**config.mk**
```make
export PLATFORM = sky130hd
export DESIGN_NAME = serial_operand_tx
export DESIGN_NICKNAME = d
export VERILOG_FILES = /design/src/rtl/serial_pkg.sv /design/src/rtl/piso_shift_reg.sv /design/src/rtl/serial_operand_tx.sv
export SDC_FILE = /design/constraint.sdc
export NUM_CORES = 1
export LEC_CHECK = 0
export CAP_MARGIN = 20
export CORE_UTILIZATION = 51
export DETAILED_ROUTE_END_ITERATION = 16
export GPL_ROUTABILITY_DRIVEN = 0
export PLACE_DENSITY = 0.77
export SLEW_MARGIN = 20
export SYNTH_ARGS = -nofsm -noshare
export SYNTH_HDL_FRONTEND = slang
export SYNTH_SLANG_ARGS = --single-unit
```
**constraint.sdc**
```tcl
create_clock -name i_clk -period 1.8 [get_ports i_clk]
set_input_delay 0.18 -clock i_clk [delete_from_list [all_inputs] [get_ports i_clk]]
set_output_delay 0.18 -clock i_clk [all_outputs]
set_load 0.005 [all_outputs]
```
**src/rtl/serial_pkg.sv**
```systemverilog
// Shared types and helpers for the serial operand transmitter.
// The optional one-word prefetch buffer is enabled with SERIAL_OPERAND_TX_PREFETCH_EN.
package serial_pkg;

   typedef enum logic [1:0] {
      IDLE = 2'd0,
      REQ  = 2'd1,
      SEND = 2'd2
   } tx_state_t;

   localparam int DEFAULT_DATA_WIDTH = 16;

   // Bit-counter width; never below 1 so the counter always has a real bit.
   function automatic int cnt_width(input int width);
      return (width > 1) ? $clog2(width) : 1;
   endfunction

endpackage

```
**src/rtl/piso_shift_reg.sv**
```systemverilog
// Parallel-in serial-out shift register. Parallel load has priority over
// shifting; shifting moves toward the LSB with zero fill.
module piso_shift_reg #(
   parameter int WIDTH = 16
) (
   input  logic             i_clk,
   input  logic             i_rst_n,
   input  logic             i_en,
   input  logic             i_load,
   input  logic             i_shift,
   input  logic [WIDTH-1:0] i_data,
   output logic             o_lsb
);

   logic [WIDTH-1:0] sh_q;
   logic [WIDTH-1:0] sh_d;

   // Next contents: load wins over shift, both gated by the clock enable.
   always_comb begin
      sh_d = sh_q;
      if (i_en) begin
         if (i_load) begin
            sh_d = i_data;
         end else if (i_shift) begin
            sh_d = {1'b0, sh_q[WIDTH-1:1]};
         end
      end
   end

   // Register the shift contents.
   always_ff @(posedge i_clk or negedge i_rst_n) begin
      if (!i_rst_n) begin
         sh_q <= '0;
      end else begin
         sh_q <= sh_d;
      end
   end

   assign o_lsb = sh_q[0];

endmodule

```
**src/rtl/serial_operand_tx.sv**
```systemverilog
// Parallel-to-serial operand transmitter feeding the bit-serial adder.
// Captures an (A, B, cin) word, requests the sink with o_valid, then streams
// both operands LSB-first as an uninterruptible burst once i_ready is seen.
// Define SERIAL_OPERAND_TX_PREFETCH_EN to add a one-word holding register so
// the next word can be accepted while a frame is in flight.
//
// state | meaning
// IDLE  | no frame; word handshake open
// REQ   | word loaded, o_valid high, waiting for i_ready
// SEND  | streaming bit cnt on the lanes, one bit per enabled edge
module serial_operand_tx
   import serial_pkg::*;
#(
   parameter int DATA_WIDTH = DEFAULT_DATA_WIDTH
) (
   input  logic                  i_clk,
   input  logic                  i_rst_n,
   input  logic                  i_en,
   input  logic [DATA_WIDTH-1:0] i_word_a,
   input  logic [DATA_WIDTH-1:0] i_word_b,
   input  logic                  i_word_cin,
   input  logic                  i_word_valid,
   output logic                  o_word_ready,
   output logic                  o_din_a,
   output logic                  o_din_b,
   output logic                  o_cin,
   output logic                  o_valid,
   input  logic                  i_ready
);

   localparam int             CW       = cnt_width(DATA_WIDTH);
   localparam logic [CW-1:0]  CNT_LAST = CW'(DATA_WIDTH - 1);

   tx_state_t       state_q, state_d;
   logic [CW-1:0]   cnt_q, cnt_d;
   logic            valid_q, valid_d;
   logic            cin_q, cin_d;

   logic                  accept;
   logic                  load_sh;
   logic                  shift_sh;
   logic [DATA_WIDTH-1:0] load_a;
   logic [DATA_WIDTH-1:0] load_b;

`ifdef SERIAL_OPERAND_TX_PREFETCH_EN
   logic [DATA_WIDTH-1:0] hold_a_q, hold_a_d;
   logic [DATA_WIDTH-1:0] hold_b_q, hold_b_d;
   logic                  hold_cin_q, hold_cin_d;
   logic                  hold_full_q, hold_full_d;

   assign o_word_ready = !hold_full_q && i_en && i_rst_n;
`else
   assign o_word_ready = (state_q == IDLE) && i_en && i_rst_n;
`endif

   assign accept = i_word_valid && o_word_ready;

   // Next-state, counter and shift-register control.
   always_comb begin
      state_d  = state_q;
      cnt_d    = cnt_q;
      valid_d  = valid_q;
      cin_d    = cin_q;
      load_sh  = 1'b0;
      shift_sh = 1'b0;
      load_a   = i_word_a;
      load_b   = i_word_b;
`ifdef SERIAL_OPERAND_TX_PREFETCH_EN
      hold_a_d    = hold_a_q;
      hold_b_d    = hold_b_q;
      hold_cin_d  = hold_cin_q;
      hold_full_d = hold_full_q;
`endif
      if (i_en) begin
         case (state_q)
            IDLE: begin
`ifdef SERIAL_OPERAND_TX_PREFETCH_EN
               // A word parked on the final edge of the last frame starts here.
               if (hold_full_q) begin
                  load_sh     = 1'b1;
                  load_a      = hold_a_q;
                  load_b      = hold_b_q;
                  cin_d       = hold_cin_q;
                  hold_full_d = 1'b0;
                  state_d     = REQ;
                  valid_d     = 1'b1;
               end else
`endif
               if (accept) begin
                  load_sh = 1'b1;
                  cin_d   = i_word_cin;
                  state_d = REQ;
                  valid_d = 1'b1;
               end
            end
            REQ: begin
               if (i_ready) begin
                  state_d = SEND;
                  cnt_d   = '0;
               end
            end
            SEND: begin
               shift_sh = 1'b1;
               cnt_d    = cnt_q + CW'(1);
               if (cnt_q == CNT_LAST) begin
                  cnt_d   = '0;
                  state_d = IDLE;
                  valid_d = 1'b0;
`ifdef SERIAL_OPERAND_TX_PREFETCH_EN
                  if (hold_full_q) begin
                     load_sh     = 1'b1;
                     load_a      = hold_a_q;
                     load_b      = hold_b_q;
                     cin_d       = hold_cin_q;
                     hold_full_d = 1'b0;
                     state_d     = REQ;
                     valid_d     = 1'b1;
                  end
`endif
               end
            end
            default: begin
               state_d = IDLE;
               valid_d = 1'b0;
            end
         endcase
`ifdef SERIAL_OPERAND_TX_PREFETCH_EN
         // Accept only happens with an empty buffer, so this never collides
         // with the buffer being drained above.
         if (accept && (state_q != IDLE)) begin
            hold_a_d    = i_word_a;
            hold_b_d    = i_word_b;
            hold_cin_d  = i_word_cin;
            hold_full_d = 1'b1;
         end
`endif
      end
   end

   // Control registers.
   always_ff @(posedge i_clk or negedge i_rst_n) begin
      if (!i_rst_n) begin
         state_q <= IDLE;
         cnt_q   <= '0;
         valid_q <= 1'b0;
         cin_q   <= 1'b0;
      end else begin
         state_q <= state_d;
         cnt_q   <= cnt_d;
         valid_q <= valid_d;
         cin_q   <= cin_d;
      end
   end

`ifdef SERIAL_OPERAND_TX_PREFETCH_EN
   // Holding register for the prefetched word.
   always_ff @(posedge i_clk or negedge i_rst_n) begin
      if (!i_rst_n) begin
         hold_a_q    <= '0;
         hold_b_q    <= '0;
         hold_cin_q  <= 1'b0;
         hold_full_q <= 1'b0;
      end else begin
         hold_a_q    <= hold_a_d;
         hold_b_q    <= hold_b_d;
         hold_cin_q  <= hold_cin_d;
         hold_full_q <= hold_full_d;
      end
   end
`endif

   piso_shift_reg #(.WIDTH(DATA_WIDTH)) u_sh_a (
      .i_clk   (i_clk),
      .i_rst_n (i_rst_n),
      .i_en    (i_en),
      .i_load  (load_sh),
      .i_shift (shift_sh),
      .i_data  (load_a),
      .o_lsb   (o_din_a)
   );

   piso_shift_reg #(.WIDTH(DATA_WIDTH)) u_sh_b (
      .i_clk   (i_clk),
      .i_rst_n (i_rst_n),
      .i_en    (i_en),
      .i_load  (load_sh),
      .i_shift (shift_sh),
      .i_data  (load_b),
      .o_lsb   (o_din_b)
   );

   assign o_cin   = cin_q;
   assign o_valid = valid_q;

endmodule
```
==> impl_metrics.toml <==
[cells_and_area]
final_util = 0.708
area_growth_pct = 29.7
drive_gt1_frac = 0.118
final_nets = 310
finalInstanceArea_mm2 = 0.00267
diodes = 0

[status]
status = "complete, no violations"

[sta]
setup_viol = 0
slew-limit-headroom = 0.765
setup_tns_ns = 0
fin_crit_sh = 0.934
maxClockFrequency_ghz = 0.595
fin_ws_ns = 0.119
tightest_slew_ns = 0.353
fin_crit_ns = 1.68
hold_viol = 0
drv_slew = 0
rsz0062_at_grt = "no"
skew_ns = 0.00854

[setup_path]
slowest_delay_ns = 0.49
crit_chain = "nand4bb_4, inv_2, clkdlybuf4s50_1"
crit_required_ns = 1.62
cp_slowest_cell = "clkdlybuf4s50_1"
cp_max_fo = 3
path_buf_inv = 2
crit_type = "flip-flop to primary output"
arrival_ns = 1.50
end_kind = "primary output"
critPathTopFamily = "buffers and inverters"
worstSetupStartpointType = "flip-flop"

[die]
rows = 22
top_level_ports = 43
core_mm2 = 0.00377
dieArea_mm2 = 0.00429
fp.dieW_um = 65.5
die_h_um = 65.5
start_util = 0.546

[cts]
cts_root_buffer = "clkbuf_8"
clkTransAtPathRegs_ns = 0.08
clkLatencyLatePin_ns = 0.29
postCtsSetupBuffers = 0
tritoncts = "done"
cts_buffers = 5
clock-sinks = 40
htreeDepth = 2
cts_buffer_depth = 2

[global_routing]
grt_max_degree = 29
busiest_layer = "met2"
antenna_found_initial = 0
use_met1 = 0.338
grtUsageMet2 = 0.392
grt_usage = 0.251
use_met3 = 0.0677
grt_pass1_wl_mm = 8.20
grt_overflow = 0
grt_pass1_vias = 1778

[routing]
remaining_drc_errors = 0
drt-total-wl_mm = 4.99
via_per_inst = 6.07
wl_per_cell_um = 15.6
num_vias = 1941
drt_iter0_drc = 313
dr.pass1.iters = 4
ant_nets = 0

[power_and_ir_drop]
leakagePower_nw = 1.03
p_per_area_mw_per_mm2 = 1390
peakVddDrop_mv = 0.912

[synth]
netlist.area_leader.share = 0.486
ys.flop_type = "dfrtp_1"
netlist_area_mm2 = 0.00206
synth_commonest_cells = "40 x dfrtp_1, 34 x a31oi_1, 33 x nand3_1, 33 x o21ai_0, 32 x a21oi_1"
ys_types = 28
post-synth-top-area-cell = "dfrtp_1"
syn_nets = 265
async_flop_share = 1.00
synth_warnings = 0
avgSynthCellArea_um2 = 9.11
ys_ff_latch = 40
seq_area_frac_synth = 0.486
synthTopCellsByArea = "dfrtp_1 49%, a31oi_1 10%, nand3_1 8.0%"
synthCells = 226
synthMostInstantiatedCell = "dfrtp_1"
synth_edf_count = 0

[placed_design]
hpwl_mm = 3.30
post-place-ws_ns = 0.124
io_buffers = 42
postPlaceCellArea_mm2 = 0.00254

[hold_path]
hold_class = "input port to async pin"

[flow_run]
drv_cap = 0
## state kept, by name, summed over array words and instances, names as in the netlist
signal,count
u_sh_a.sh_q,16
u_sh_b.sh_q,16
cnt_q,4
state_q,2
o_cin,1
o_valid,1
## cells in the final DEF, fill, tap and decap left out, types with 3 or more instances in the layout
master / synthesis / routed
dfrtp_1: 40 / 40
buf_4: 2 / 20
a21oi_1: 32 / 32
clkbuf_8: 0 / 5
o21ai_0: 33 / 33
nor2_1: 3 / 3
nand2_1: 4 / 4
clkdlybuf4s50_1: 0 / 41
nand3_1: 33 / 33
a31oi_1: 34 / 34
## area by class of cell
cell class	instances	area [um2]
Inverter	3	11.3
Tap cell	48	60.1
Sequential cell	40	1000
Multi-Input combinational cell	158	905
Timing Repair Buffer	63	584
Clock buffer	6	72.6
Clock inverter	2	35.0
Fill cell	298	1100
## per-stage QoR
stage / cells / power [mW] / hold WS (ns)
CTS: 320 / 3.70 / 0.455
finish: 320 / 3.70 / 0.0520
detailed placement: 311 / 2.96 / 0.217
floorplan: 226 / 2.47 / -0.116
global placement: 311 / 2.90 / 0.202
global route: 320 / 3.97 / 0.0673
## power breakdown
part | leakage [nW] | internal (mW) | total (mW) | switching, mW
Combinational | 0.541 | 0.670 | 1.42 | 0.745
Clock | 0.0552 | 0.412 | 0.733 | 0.321
Sequential | 0.437 | 1.31 | 1.56 | 0.243
Total | 1.03 | 2.39 | 3.70 | 1.31
## cells by family after synthesis
logic type               Yosys count  share of synthesized area
AO/OA/AOI/OAI                    107                      0.292
AND/OR/NAND/NOR                   48                      0.129
flip-flops                        40                      0.486
buffers and inverters             28                     0.0754
multiplexers                       2                     0.0103
adder cells (fa/ha/maj)            1                    0.00608
## final timing paths
kind	start	endpoint	slack, ns	cells after the start
max in group asynchronous	i_rst_n	u_sh_a.sh_q[4]$_DFFE_PN0P_	1.41	3
setup / recovery	state_q[1]$_DFFE_PN0P_	o_word_ready	0.12	3
min in group i_clk	i_word_a[0]	u_sh_a.sh_q[0]$_DFFE_PN0P_	0.46	3
hold / removal	i_rst_n	u_sh_b.sh_q[13]$_DFFE_PN0P_	0.05	3
hold reg to reg	cnt_q[0]$_DFFE_PN0P_	cnt_q[0]$_DFFE_PN0P_	0.51	1
setup reg to reg	state_q[1]$_DFFE_PN0P_	o_cin$_DFFE_PN0P_	0.37	4
## repair_timing
action	CTS	global route
endpoints found under the hold margin	39	0
hold buffers	1	0
setup endpoints to repair	0	1
resized for setup	0	3
## worst min-delay path, cell delays in order
cell and delay, ns:
dlymetal6s4s_1 0.19, buf_6 0.13, buf_4 0.20
## per-layer routing
layer,part of all wire,up-vias
met3,0.051,8
met4,0.013,0
li1,-,935
met2,0.46,63
met5,0,-
met1,0.47,935
Note: power is estimated with default switching activity, not from simulation.
